File: src/rtl/wb_commit_pkg.sv
// -----------------------------------------------------------------------------
// wb_commit_pkg
//  Shared constants, the write-port source select type and a small one-hot
//  helper used by the register-file write-back block (wb_commit) and its
//  long-latency result FIFO (wb_fifo).
//  Contents:
//   REG_ADDR_W  register address width (5)
//   REG_NUM     number of integer registers (32)
//   XLEN_DEF    default data width (32)
//   zero_word   all-zero data word
//   wb_src_e    which source owns the register-file write port this cycle
//   reg_onehot  register index -> one-hot register mask
// -----------------------------------------------------------------------------
package wb_commit_pkg;

   localparam int REG_ADDR_W = 5;
   localparam int REG_NUM    = 32;
   localparam int XLEN_DEF   = 32;

   localparam logic [XLEN_DEF-1:0] zero_word = '0;

   typedef enum logic [1:0] {
      SRC_NONE = 2'd0,
      SRC_ALU  = 2'd1,
      SRC_FIFO = 2'd2
   } wb_src_e;

   function automatic logic [REG_NUM-1:0] reg_onehot(input logic [REG_ADDR_W-1:0] idx);
      reg_onehot      = '0;
      reg_onehot[idx] = 1'b1;
   endfunction

endpackage

File: src/rtl/wb_fifo.sv
// -----------------------------------------------------------------------------
// wb_fifo
//  Small FIFO holding long-latency results {rd, data} until the register-file
//  write port is free. The head entry is read combinationally so that the
//  cycle which pops it can also load it into the write-port register.
//  Ports:
//   clk      in   core clock
//   rst_n    in   asynchronous active-low reset (empties the FIFO)
//   push_i   in   write wdata_i (ignored while full)
//   pop_i    in   drop the head entry (ignored while empty)
//   wdata_i  in   W-bit entry to write
//   rdata_o  out  W-bit head entry
//   count_o  out  number of valid entries
//   full_o   out  count == DEPTH
//   empty_o  out  count == 0
// -----------------------------------------------------------------------------
module wb_fifo #(
   parameter int W     = 37,
   parameter int DEPTH = 2,
   localparam int AW   = $clog2(DEPTH),
   localparam int CW   = $clog2(DEPTH + 1)
) (
   input  logic          clk,
   input  logic          rst_n,
   input  logic          push_i,
   input  logic          pop_i,
   input  logic [W-1:0]  wdata_i,
   output logic [W-1:0]  rdata_o,
   output logic [CW-1:0] count_o,
   output logic          full_o,
   output logic          empty_o
);

   logic [W-1:0]  mem_q [DEPTH];
   logic [AW-1:0] wr_ptr_q, wr_ptr_d;
   logic [AW-1:0] rd_ptr_q, rd_ptr_d;
   logic [CW-1:0] count_q, count_d;
   logic          push_ok, pop_ok;

   assign full_o  = (count_q == CW'(DEPTH));
   assign empty_o = (count_q == '0);
   assign count_o = count_q;
   assign rdata_o = mem_q[rd_ptr_q];

   // A full FIFO refuses a push even when the same cycle pops.
   assign push_ok = push_i & ~full_o;
   assign pop_ok  = pop_i & ~empty_o;

   always_comb begin
      wr_ptr_d = wr_ptr_q;
      rd_ptr_d = rd_ptr_q;
      count_d  = count_q;
      if (push_ok) begin
         wr_ptr_d = wr_ptr_q + AW'(1);
      end
      if (pop_ok) begin
         rd_ptr_d = rd_ptr_q + AW'(1);
      end
      case ({push_ok, pop_ok})
         2'b10:   count_d = count_q + CW'(1);
         2'b01:   count_d = count_q - CW'(1);
         default: count_d = count_q;
      endcase
   end

   always_ff @(posedge clk or negedge rst_n) begin
      if (!rst_n) begin
         wr_ptr_q <= '0;
         rd_ptr_q <= '0;
         count_q  <= '0;
      end else begin
         wr_ptr_q <= wr_ptr_d;
         rd_ptr_q <= rd_ptr_d;
         count_q  <= count_d;
      end
   end

   // Storage needs no reset: occupancy is tracked by count_q alone.
   always_ff @(posedge clk) begin
      if (push_ok) begin
         mem_q[wr_ptr_q] <= wdata_i;
      end
   end

endmodule

File: src/rtl/wb_commit.sv
// -----------------------------------------------------------------------------
// wb_commit
//  Writer side of the 32x32 integer register file. Merges single-cycle ALU
//  results and long-latency (LSU/MUL) results onto the file's single write
//  port. Long-latency results are buffered in wb_fifo; a per-register pending
//  scoreboard lets decode detect RAW/WAW hazards on outstanding writes.
//  Optional feature macro: WB_FWD_EN (adds rs1/rs2 forwarding of the write
//  currently on the port, i.e. the one not yet visible in the register file).
//  Ports:
//   clk, rst_n                    clock, asynchronous active-low reset
//   alu_valid_i/alu_rd_i/alu_data_i   ALU result, always accepted
//   lsu_valid_i/lsu_rd_i/lsu_data_i   long-latency result, handshake with lsu_ready_o
//   lsu_ready_o                   FIFO not full
//   issue_valid_i/issue_rd_i      long-latency issue, marks issue_rd_i pending
//   rs1_i, rs2_i                  decode source addresses
//   rs1_busy_o, rs2_busy_o        pending bit of rs1_i / rs2_i
//   rd_busy_o                     pending bit of issue_rd_i (WAW)
//   wb_stall_o                    FIFO full, pipeline must insert an ALU bubble
//   rf_rd_o/rf_wen_o/rf_wdata_o   registered register-file write port
//   rs1_fwd_hit_o/rs1_fwd_data_o, rs2_fwd_hit_o/rs2_fwd_data_o  (WB_FWD_EN only)
// -----------------------------------------------------------------------------
module wb_commit
   import wb_commit_pkg::*;
#(
   parameter int XLEN  = 32,
   parameter int DEPTH = 2
) (
   input  logic                  clk,
   input  logic                  rst_n,
   input  logic                  alu_valid_i,
   input  logic [REG_ADDR_W-1:0] alu_rd_i,
   input  logic [XLEN-1:0]       alu_data_i,
   input  logic                  lsu_valid_i,
   output logic                  lsu_ready_o,
   input  logic [REG_ADDR_W-1:0] lsu_rd_i,
   input  logic [XLEN-1:0]       lsu_data_i,
   input  logic                  issue_valid_i,
   input  logic [REG_ADDR_W-1:0] issue_rd_i,
   input  logic [REG_ADDR_W-1:0] rs1_i,
   input  logic [REG_ADDR_W-1:0] rs2_i,
   output logic                  rs1_busy_o,
   output logic                  rs2_busy_o,
   output logic                  rd_busy_o,
   output logic                  wb_stall_o,
   output logic [REG_ADDR_W-1:0] rf_rd_o,
   output logic                  rf_wen_o,
   output logic [XLEN-1:0]       rf_wdata_o
`ifdef WB_FWD_EN
   ,
   output logic                  rs1_fwd_hit_o,
   output logic [XLEN-1:0]       rs1_fwd_data_o,
   output logic                  rs2_fwd_hit_o,
   output logic [XLEN-1:0]       rs2_fwd_data_o
`endif
);

   localparam int EW = REG_ADDR_W + XLEN;
   localparam int CW = $clog2(DEPTH + 1);

   logic [EW-1:0]         fifo_head;
   logic [CW-1:0]         fifo_count;
   logic                  fifo_full, fifo_empty;
   logic                  push, pop;
   logic [REG_ADDR_W-1:0] head_rd;
   logic [XLEN-1:0]       head_data;
   wb_src_e               src;

   logic [REG_ADDR_W-1:0] rf_rd_q, rf_rd_d;
   logic                  rf_wen_q, rf_wen_d;
   logic [XLEN-1:0]       rf_wdata_q, rf_wdata_d;

   logic [REG_NUM-1:0]    sb_q, sb_d, sb_set, sb_clr;

   assign head_rd   = fifo_head[EW-1 -: REG_ADDR_W];
   assign head_data = fifo_head[XLEN-1:0];

   assign push = lsu_valid_i & ~fifo_full;
   assign pop  = (src == SRC_FIFO);

   wb_fifo #(
      .W     (EW),
      .DEPTH (DEPTH)
   ) u_fifo (
      .clk     (clk),
      .rst_n   (rst_n),
      .push_i  (push),
      .pop_i   (pop),
      .wdata_i ({lsu_rd_i, lsu_data_i}),
      .rdata_o (fifo_head),
      .count_o (fifo_count),
      .full_o  (fifo_full),
      .empty_o (fifo_empty)
   );

   // ALU owns the port whenever it has a result; the FIFO drains in gaps.
   always_comb begin
      src = SRC_NONE;
      if (alu_valid_i) begin
         src = SRC_ALU;
      end else if (!fifo_empty) begin
         src = SRC_FIFO;
      end
   end

   // rd==0 still consumes its slot but never raises the write enable.
   always_comb begin
      rf_wen_d   = 1'b0;
      rf_rd_d    = rf_rd_q;
      rf_wdata_d = rf_wdata_q;
      unique case (src)
         SRC_ALU: begin
            rf_wen_d   = (alu_rd_i != '0);
            rf_rd_d    = alu_rd_i;
            rf_wdata_d = alu_data_i;
         end
         SRC_FIFO: begin
            rf_wen_d   = (head_rd != '0);
            rf_rd_d    = head_rd;
            rf_wdata_d = head_data;
         end
         default: begin
            rf_wen_d = 1'b0;
         end
      endcase
   end

   // Pending bits clear as the entry leaves the FIFO; a same-cycle issue to
   // the same register re-arms the bit (set has priority). r0 is never pending.
   assign sb_set = issue_valid_i ? reg_onehot(issue_rd_i) : '0;
   assign sb_clr = pop ? reg_onehot(head_rd) : '0;

   generate
      for (genvar gi = 0; gi < REG_NUM; gi++) begin : g_sb
         assign sb_d[gi] = (gi != 0) && (sb_set[gi] || (sb_q[gi] && !sb_clr[gi]));
      end
   endgenerate

   always_ff @(posedge clk or negedge rst_n) begin
      if (!rst_n) begin
         rf_wen_q   <= 1'b0;
         rf_rd_q    <= '0;
         rf_wdata_q <= XLEN'(zero_word);
         sb_q       <= '0;
      end else begin
         rf_wen_q   <= rf_wen_d;
         rf_rd_q    <= rf_rd_d;
         rf_wdata_q <= rf_wdata_d;
         sb_q       <= sb_d;
      end
   end

   assign rf_wen_o    = rf_wen_q;
   assign rf_rd_o     = rf_rd_q;
   assign rf_wdata_o  = rf_wdata_q;
   assign lsu_ready_o = ~fifo_full;
   assign wb_stall_o  = (fifo_count == CW'(DEPTH));
   assign rs1_busy_o  = sb_q[rs1_i];
   assign rs2_busy_o  = sb_q[rs2_i];
   assign rd_busy_o   = sb_q[issue_rd_i];

`ifdef WB_FWD_EN
   // The write on the port now only reaches the register file at the next edge.
   assign rs1_fwd_hit_o  = rf_wen_q && (rf_rd_q == rs1_i) && (rs1_i != '0);
   assign rs2_fwd_hit_o  = rf_wen_q && (rf_rd_q == rs2_i) && (rs2_i != '0);
   assign rs1_fwd_data_o = rf_wdata_q;
   assign rs2_fwd_data_o = rf_wdata_q;
`endif

`ifndef SYNTHESIS
   // Decode must never let an ALU op target a register awaiting a long-latency write.
   a_alu_to_pending: assert property (
      @(posedge clk) disable iff (!rst_n)
      (alu_valid_i && (alu_rd_i != '0)) |-> !sb_q[alu_rd_i]
   );
`endif

endmodule

File: config.mk
export PLATFORM = sky130hd
export DESIGN_NAME = wb_commit
export DESIGN_NICKNAME = d
export VERILOG_FILES = /design/src/rtl/wb_commit_pkg.sv /design/src/rtl/wb_fifo.sv /design/src/rtl/wb_commit.sv
export SDC_FILE = /design/constraint.sdc
export NUM_CORES = 1
export LEC_CHECK = 0
export ABC_AREA = 1
export BUFFER_PORTS_ARGS = -buffer_cell sky130_fd_sc_hd__buf_2
export CAP_MARGIN = 40
export CORE_MARGIN = 1.5
export CORE_UTILIZATION = 54
export DETAILED_ROUTE_END_ITERATION = 8
export GPL_TIMING_DRIVEN = 0
export PLACE_DENSITY = 0.8
export SLEW_MARGIN = 20
export SYNTH_ARGS = -nofsm -noshare
export SYNTH_HDL_FRONTEND = slang
export SYNTH_HIERARCHICAL = 1
export SYNTH_SLANG_ARGS = --single-unit
File: constraint.sdc
create_clock -name clk -period 4.1 [get_ports clk]
set_clock_uncertainty 0.15 [all_clocks]
set_input_delay 0.615 -clock clk [delete_from_list [all_inputs] [get_ports clk]]
set_output_delay 0.615 -clock clk [all_outputs]
set_load 0.01 [all_outputs]
# == Word-level counts from Yosys, hierarchy flattened ==
# Memory sizes are Yosys's and may differ from the RTL's.
# Cells that the tools add are included.
# op_classes
n_reduce_logical,100
order_cmp,6
eq_ne,5
addsub,4
muxes,20
bitwise,5
# op_table
cell,n
two-way mux 32 bit,2
case mux 32 bit (2 select lines),1
logical AND 1 bit,33
zero test 1 bit,31
logical OR 1 bit,31
less-than comparator 5 x 6 -> 1 bit (second input constant),4
binary-select mux 1 bit (select 5 bit),3
demux 1 bit (select 5 bit),2
greater-or-equal comparator 5 x 1 -> 1 bit (second input constant),2
case mux 5 bit (2 select lines),1
nonzero test 5 bit,2
two-way mux 1 bit,7
== test 2 bit (second input constant),3
== test 2 x 1 -> 1 bit (second input constant),2
two-way mux 2 bit,2
case mux 2 bit (2 select lines),1
nonzero test 2 bit,2
bitwise AND 1 bit,3
adder 1 bit (second input constant),2
adder 2 x 1 -> 2 bit (second input constant),1
zero test 2 bit,1
NOT 1 bit,2
case mux 1 bit (2 select lines),1
subtractor 2 x 1 -> 2 bit (second input constant),1
# totals
inputBits,94
mem_count,1
word_cells,148
ff_bits,73
ramBits,74
# mem_list
name,depth,word_bits,read_ports,rd_ports_with_merged_regs,wr,line,rtl
u_fifo.mem_q,2,37,1,0,1,wb_fifo.sv:34,logic [W-1:0] mem_q [DEPTH];

# == Logic depth before layout (Yosys ltp) ==
# Gate-level depths: netlist (run 1).
# An unclocked memory read counts as a cell.
# logic_depth
word_depth,9
ltp_mapped,13
ltp_nobuf,12

# == Modules after synthesis ==
# Netlist (run 1), hierarchy kept.
# by_module_without_submodules
mod,area_each_um2,n_inst,cells_each
wb_commit,3861.2,1,534
wb_fifo,2939.1,1,226

# == Least setup slack after synthesis (run 1) ==
# Ideal clock, no wire load.
# synth_path
path_type,input-to-reg
startpoint,input port lsu_valid_i
endpoint,"memory u_fifo.mem_q[1][0], enable pin"
path_stages,4
t_required_ns,3.519
setup_ns,0.431
t_arrival_ns,2.422
path_slack_ns,1.096
path_cell_list,inv_1 nor2_1 o21ai_1 nor2_1
# synth_via
elab_chain_cells,4
# synth_lines
element,line,rtl
from (decl),wb_commit.sv:33,"input logic lsu_valid_i,"
bitwise AND 1 bit,wb_commit.sv:77,assign push = lsu_valid_i & ~fifo_full;
net push,wb_commit.sv:63,"logic push, pop;"
bitwise AND 1 bit,wb_fifo.sv:46,assign push_ok = push_i & ~full_o;
two-way mux 1 bit,wb_fifo.sv:80,if (push_ok) begin
two-way mux 1 bit (not written as such),wb_fifo.sv:81,mem_q[wr_ptr_q] <= wdata_i;
to (decl),wb_fifo.sv:34,
# The timed path passes the listed nets, and every way through them passes these cells.

# == Final worst setup path (run 1) ==
# layout_path
startpoint,input port issue_rd_i[2]
endpoint,output port rd_busy_o
# layout_via
elab_chain_cells,2
# layout_lines
element,line,rtl
from (decl),wb_commit.sv:38,"input logic [REG_ADDR_W-1:0] issue_rd_i,"
binary-select mux 1 bit (select 5 bit),wb_commit.sv:159,assign rd_busy_o = sb_q[issue_rd_i];
two-way mux 1 bit (not written as such),wb_commit.sv:159,
to (decl),wb_commit.sv:43,"output logic rd_busy_o,"
# Every way passes these cells. The select of a mux whose other input is x is not followed.

==> key figures, run 1 <==
Run status
  • Status: completed

Layout
  • Layout area overhead: 22.6%
  • Layout cells sized above 1: 21.6%
  • Most common cell after layout, fill and taps aside: nand2_1
  • Fillers: 953
  • Final nets: 1,010
  • Commonest non-fill, non-tap cells in the layout: nand2_1 (337), buf_2 (143), nand3_1 (77)

Run
  • Max Cap Violations: 0

Pwr
  • Pleak: 3.91 nW
  • Worst vdd ir: 417 uV
  • Power Density: 690 nW/um^2

Clocking
  • Clock Tree Root: clkbuf_16
  • CTS Buffer Depth: 2
  • Clock sinks: 147
  • H-tree level count: 4
  • Setup bufs post-CTS: 0
  • Hold buffers post-CTS: 1
  • TritonCTS clock tree: done
  • Reg clk slew, reported paths: 0.05 ns
  • CTS buffer count: 17
  • Clk_lat worst skew: 0.42 ns
  • Post_cts resized: 0

STA
  • Min setup slack post-route: 1.64 ns
  • RSZ-0062 raised after global routing: false
  • Crit path time final: 2.46 ns
  • Setup Viol. Count Final: 0
  • Peak Freq: 407 MHz
  • Slew @ Worst Pin: 0.698 ns
  • Final Hold Violating Endpoints: 0
  • Relative max-transition margin: 53.4%
  • Final period util: 59.9%
  • Slew Limit Fails: 0
  • TNS Setup: 0 ns

Setup path
  • Crit path kind: in2out
  • WP data required: 3.34 ns
  • Worst path arrival time: 1.69 ns
  • CP dominant cell by count: nand2_1
  • CP max stage cell: nor3_1
  • Crit-path cells: buf_2, inv_1, nor3_1, nand2_1, nand2_1, nor2_1, nand2_1, buf_2
  • Worst path bufs/invs: 3
  • CP top delay family: simple AND/OR/NAND/NOR gates
  • CP max stage delay: 0.40 ns
  • Setup crit start kind: input port
  • CP endpoint kind: output pin
  • Critical path fanouts, max: 5

Route
  • Detailed-router iteration count before antenna repair: 5
  • DRC: 0
  • DR iter-0 viols: 644
  • Vias/cell: 5.49
  • WL final: 18,200 um
  • Routed via count: 6,039
  • DRT antenna net count: 0
  • Wire per inst: 16.5 um

Floorplan
  • Die area: 13,300 sq um
  • FP Rows: 40
  • Core area: 12,200 sq um
  • Initial Util: 55.9%
  • I/O Pins: 137
  • Die width: 115 um
  • Die Y: 115 um

Logic synthesis
  • Post-Syn Area: 6800 sq um
  • #FFs+latches synth: 147
  • Cells after synthesis: 760
  • Syn Area/Cell: 8.95 sq um
  • Yosys cell types: 26
  • Synthesis warning total: 6
  • Post-synthesis sequential area ratio: 59.5%
  • Syn_nets: 855

GRT
  • Maximum number of pins on one net before global-route repair: 58
  • GRT Util Overall: 29.0%
  • Via count of the first global-routing pass: 5,898
  • Grt total ovfl: 0
  • Antenna violations before repair: 3
  • Global-route wire length before repair: 28,700 um

Place
  • GPL Wtd Cong: 0.936
  • Place WS: 1.70 ns
  • HPWL after DPL: 13,100 um
  • Port buffer count: 132

Hold path
  • Worst hold path type: in2reg
## Yosys cell counts, drive strengths merged
cell type  number  area (sq um)
nor4            1          6.26
clkbuf          2          7.51
o21ai          63           315
nand2         340          1280
nor2           12          80.1
ha              1          12.5
a221o           2          20.0
inv            51           196
dfrtp          73          1830
buf            24           173
a22oi          18           135
o211ai          4          30.0
edfxtp         74          2220
nand3          77           385
nand4           8          50.1
nor3            8          40.0
xnor2           1          8.76
o31ai           1          7.51
## power by group
part / internal, W / switching [W]
combinational: 0.000655 / 0.00120
clock: 0.000945 / 0.000549
sequential: 0.00208 / 0.000326
total: 0.00368 / 0.00207
## final timing paths
kind | slack [ns] | endpoint | cells past startpoint | startpoint
setup reg to reg | 1.83 | u_fifo/count_o[1] | 12 | u_fifo/count_o[0]
max in group asynchronous | 2.76 | rf_wdata_o[17] | 3 | rst_n
hold reg to reg | 0.33 | rf_wdata_o[29] | 2 | rf_wdata_o[29]
setup / recovery | 1.64 | rd_busy_o | 8 | issue_rd_i[2]
min in group asynchronous | 0.48 | sb_q[13] | 2 | rst_n
hold / removal | 0.23 | u_fifo/mem_q[0][10] | 1 | lsu_data_i[10]
## per-stage QoR
step / instance area, sq um / hold slack (ns) / util, % / power (W) / cells
floorplan: 6800 / 0.169 / - / 0.00353 / 760
global placement: 7670 / 0.310 / 63.1 / 0.00413 / 1060
detailed placement: 7760 / 0.312 / 63.8 / 0.00423 / 1063
CTS: 8330 / 0.219 / 68.5 / 0.00574 / 1096
global route: 8330 / 0.220 / 68.5 / 0.00610 / 1098
finish: 8340 / 0.228 / 68.5 / 0.00575 / 1099
## layer usage
layer	vias up	GRT usage [%]	part of all wire, %
met2	311	46.0	47
li1	2843	-	-
met1	2845	36.9	40
met5	-	0	0
met3	40	9.75	10
met4	0	12.1	2.5
## kinds of logic (layout without fill, tap and decap cells)
group | Yosys count | after routing | synth area share (%)
AOI/OAI and AO/OA | 88 | 88 | 7.47
xor gates and xnor gates | 1 | 1 | 0.129
adders and majority gates | 1 | 1 | 0.184
buffers and inverters | 77 | 245 | 5.54
DFF | 147 | 147 | 59.5
other | 0 | 3 | 0
and+or+nand+nor | 446 | 446 | 27.1
## state kept, by name (all words and copies together) (netlist names)
name and count:
u_fifo/rd_ptr_q 1, rf_rd_o 5, rf_wen_o 1, u_fifo/count_o 2
sb_q 31, u_fifo/mem_q 74, rf_wdata_o 32, u_fifo/wr_ptr_q 1
## final cells by class
cell class	count	area, sq um	share of cell area (%)
Clock inverter	9	115	1.38
Clock buffer	23	448	5.37
Inverter	51	196	2.36
Timing Repair Buffer	136	748	8.97
Antenna cell	3	7.51	0.0900
Buffer	26	180	2.16
Multi-Input combinational cell	536	2380	28.6
Tap cell	168	210	2.52
Sequential cell	147	4050	48.6
Note: power is estimated with default switching activity, not from simulation.
==> inputs of run 2 (changes only) <==
--- a/config.mk
+++ b/config.mk
@@ -9,10 +9,10 @@
 export BUFFER_PORTS_ARGS = -buffer_cell sky130_fd_sc_hd__buf_2
 export CAP_MARGIN = 40
 export CORE_MARGIN = 1.5
-export CORE_UTILIZATION = 54
+export CORE_UTILIZATION = 50
 export DETAILED_ROUTE_END_ITERATION = 8
 export GPL_TIMING_DRIVEN = 0
-export PLACE_DENSITY = 0.8
+export PLACE_DENSITY = 0.78
 export SLEW_MARGIN = 20
 export SYNTH_ARGS = -nofsm -noshare
 export SYNTH_HDL_FRONTEND = slang
==> constraint.sdc (replaced) <==
create_clock -name clk -period 2.1 [get_ports clk]
set_clock_uncertainty 0.15 [all_clocks]
set_input_delay 0.315 -clock clk [delete_from_list [all_inputs] [get_ports clk]]
set_output_delay 0.315 -clock clk [all_outputs]
set_load 0.01 [all_outputs]
==> run 2 against run 1 <==
Compared with the run above: flip-flop and latch count stayed put; sequential power is 97% higher; global-route usage is 0.52 points higher; die area is 7.8% higher; design area is 9.7% higher; combinational power is 110% higher; via count is 7.8% higher; critical path type is now reg2reg; final cell count is 7.4% higher; power is 110% higher; sequential share of layout area is 4.3 points lower.
==> key figures, run 2 (synthesis gave the netlist of run 1 again) <==
Run status
  • Status: completed

Route
  • Vias/cell: 5.52
  • Wire per inst: 17.7 um
  • DRT antenna net count: 0
  • Routed via count: 6,508
  • DR iter-0 viols: 562
  • Detailed-router iteration count before antenna repair: 5
  • WL final: 20,800 um
  • DRC: 0

STA
  • Slew Limit Fails: 0
  • Final period util: 95.8%
  • Final Hold Violating Endpoints: 0
  • Peak Freq: 497 MHz
  • TNS Setup: 0 ns
  • Slew @ Worst Pin: 0.664 ns
  • Setup Viol. Count Final: 0
  • Relative max-transition margin: 55.8%
  • Crit path time final: 2.01 ns

Clocking
  • TritonCTS clock tree: done
  • H-tree level count: 4
  • Reg clk slew, reported paths: 0.06 ns
  • Clock Tree Root: clkbuf_16
  • CTS Buffer Depth: 2
  • Clk_lat worst skew: 0.42 ns
  • Clock sinks: 147
  • CTS buffer count: 17

Layout
  • Layout area overhead: 34.5%
  • Layout cells sized above 1: 21.8%
  • Final Non-Filler Cells: 1,180
  • Largest register FFs: 74
  • Most common cell after layout, fill and taps aside: nand2_1
  • Fillers: 959
  • Most flop-heavy register: u_fifo/mem_q
  • Final nets: 1,085
  • Commonest non-fill, non-tap cells in the layout: nand2_1 (336), buf_2 (142), nand3_1 (77)
  • Reg area: 4050 sq um
  • Multi-input logic area: 2400 sq um

Setup path
  • Critical path fanouts, max: 11
  • FF-to-FF setup slack: 0.09 ns
  • Setup crit start kind: register
  • Crit path kind: reg2reg
  • Worst reg2reg startpoint: u_fifo/count_o[0]
  • Reg2Reg Capture Point: u_fifo/count_o[1]
  • R2R cell count: 12
  • Worst path arrival time: 2.17 ns
  • CP endpoint kind: register
  • WP data required: 2.26 ns

GRT
  • Global-route wire length before repair: 32,200 um
  • GRT Util Overall: 29.5%
  • Antenna violations before repair: 1
  • Grt total ovfl: 0
  • Via count of the first global-routing pass: 6,467
  • Maximum number of pins on one net before global-route repair: 42

Pwr
  • P_int: 0.00738 W
  • Sw frac: 37.5%
  • Final Power: 0.0118 W
  • Switching power: 0.00443 W
  • Pleak: 4.24 nW
  • Sequential share of power: 40.0%
  • Worst vdd ir: 671 uV
  • Clock share of power: 26.4%
  • Power Density: 1290 nW/um^2
  • Logic pwr share: 33.6%

Hold path
  • WHS Path Cells: 3
  • Min-delay src: alu_rd_i[2]
  • Hold Crit Endpoint: rf_wen_o
  • Worst hold path type: in2reg

Floorplan
  • Core area: 13,200 sq um
  • Die area: 14,300 sq um
  • Die width: 120 um
  • Initial Util: 51.4%
  • FP Rows: 42
  • I/O Pins: 137
  • Die Y: 120 um

Place
  • Port buffer count: 132
  • HPWL after DPL: 13,000 um
  • Dpl cells: 1,071
  • GPL Wtd Cong: 0.867

Run
  • Max Cap Violations: 0
[run 2: changes by cell type in the layout (fill, tap and decap cells not counted), sizes merged]
cell / change
inv: +4
buf: +4
clkinvlp: +2
clkinv: -2
dlygate4sd3: +70
diode: -2
nor2: +1
clkbuf: -4
[run 2: repair_timing]
item,4_1_cts,5_1_grt
pin swaps,2,1
gates resized for setup,1,9
hold buffers,71,0
buffers inserted,2,2
endpoints found under the hold margin,147,0
setup endpoints to repair,20,51
gates cloned,1,0
[run 2: area by class of cell]
cell class                 instances  area share (%)
antenna                            1          0.0274
buffer                            26            2.05
clock buffer                      19            4.73
clock inverter                    13            1.93
inverter                          51            2.15
multi-input combinational        537            26.2
sequential                       147            44.3
tap                              176            2.41
timing repair buffer             210            16.2
[run 2: how the worst max path moves through the flow]
stage	slack (ns)	startpoint	endpoint	cells past startpoint
floorplan	0.06	u_fifo/count_o[1]	u_fifo/mem_q[0][0]	5
global placement	-0.42	u_fifo/count_o[1]	u_fifo/mem_q[0][0]	5
detailed placement	-0.22	u_fifo/count_o[0]	u_fifo/count_o[1]	12
CTS	0.05	u_fifo/count_o[1]	u_fifo/mem_q[1][31]	6
global route	-0.03	u_fifo/count_o[0]	u_fifo/count_o[1]	13
finish	0.09	u_fifo/count_o[0]	u_fifo/count_o[1]	12
[run 2: worst max-delay path, cell delays in order (launching register included)]
cell and delay, ns:
dfrtp_2 0.42, inv_1 0.08, nand2_2 0.14, inv_2 0.07, nor2_4 0.13, buf_6 0.16, nand2_1 0.14, inv_1 0.10
ha_1 0.25, inv_1 0.08, nand3_1 0.07, nand2_1 0.06, nand2_1 0.05
[run 2: through the flow]
stage	area, sq um	hold WS, ns	utilization, %	setup slack, ns
final	9150	0.0625	69.1	0.0882
after floorplan	6810	-0.131	-	0.0647
after CTS	9100	0.0167	68.7	0.0486
after global routing	9150	0.0552	69.1	-0.0348
after detailed placement	7760	0.199	58.6	-0.217
after global placement	7690	0.310	58.1	-0.420
[run 2: routing by layer]
layer | vias to the layer above | global-route usage (%) | routed length (um)
met3 | 83 | 5.75 | 1810
met5 | - | 0 | 0
met2 | 409 | 49.7 | 10400
met1 | 3025 | 35.8 | 7750
li1 | 2991 | - | -
met4 | 0 | 16.6 | 918
[run 2: power groups by stage]
stage / Combinational, W / Clock [W] / Sequential (W)
after floorplan: 0.00222 / 0 / 0.00466
after global placement: 0.00341 / 0 / 0.00470
after detailed placement: 0.00357 / 0 / 0.00469
after CTS: 0.00375 / 0.00312 / 0.00465
after global routing: 0.00433 / 0.00326 / 0.00479
final: 0.00396 / 0.00312 / 0.00472
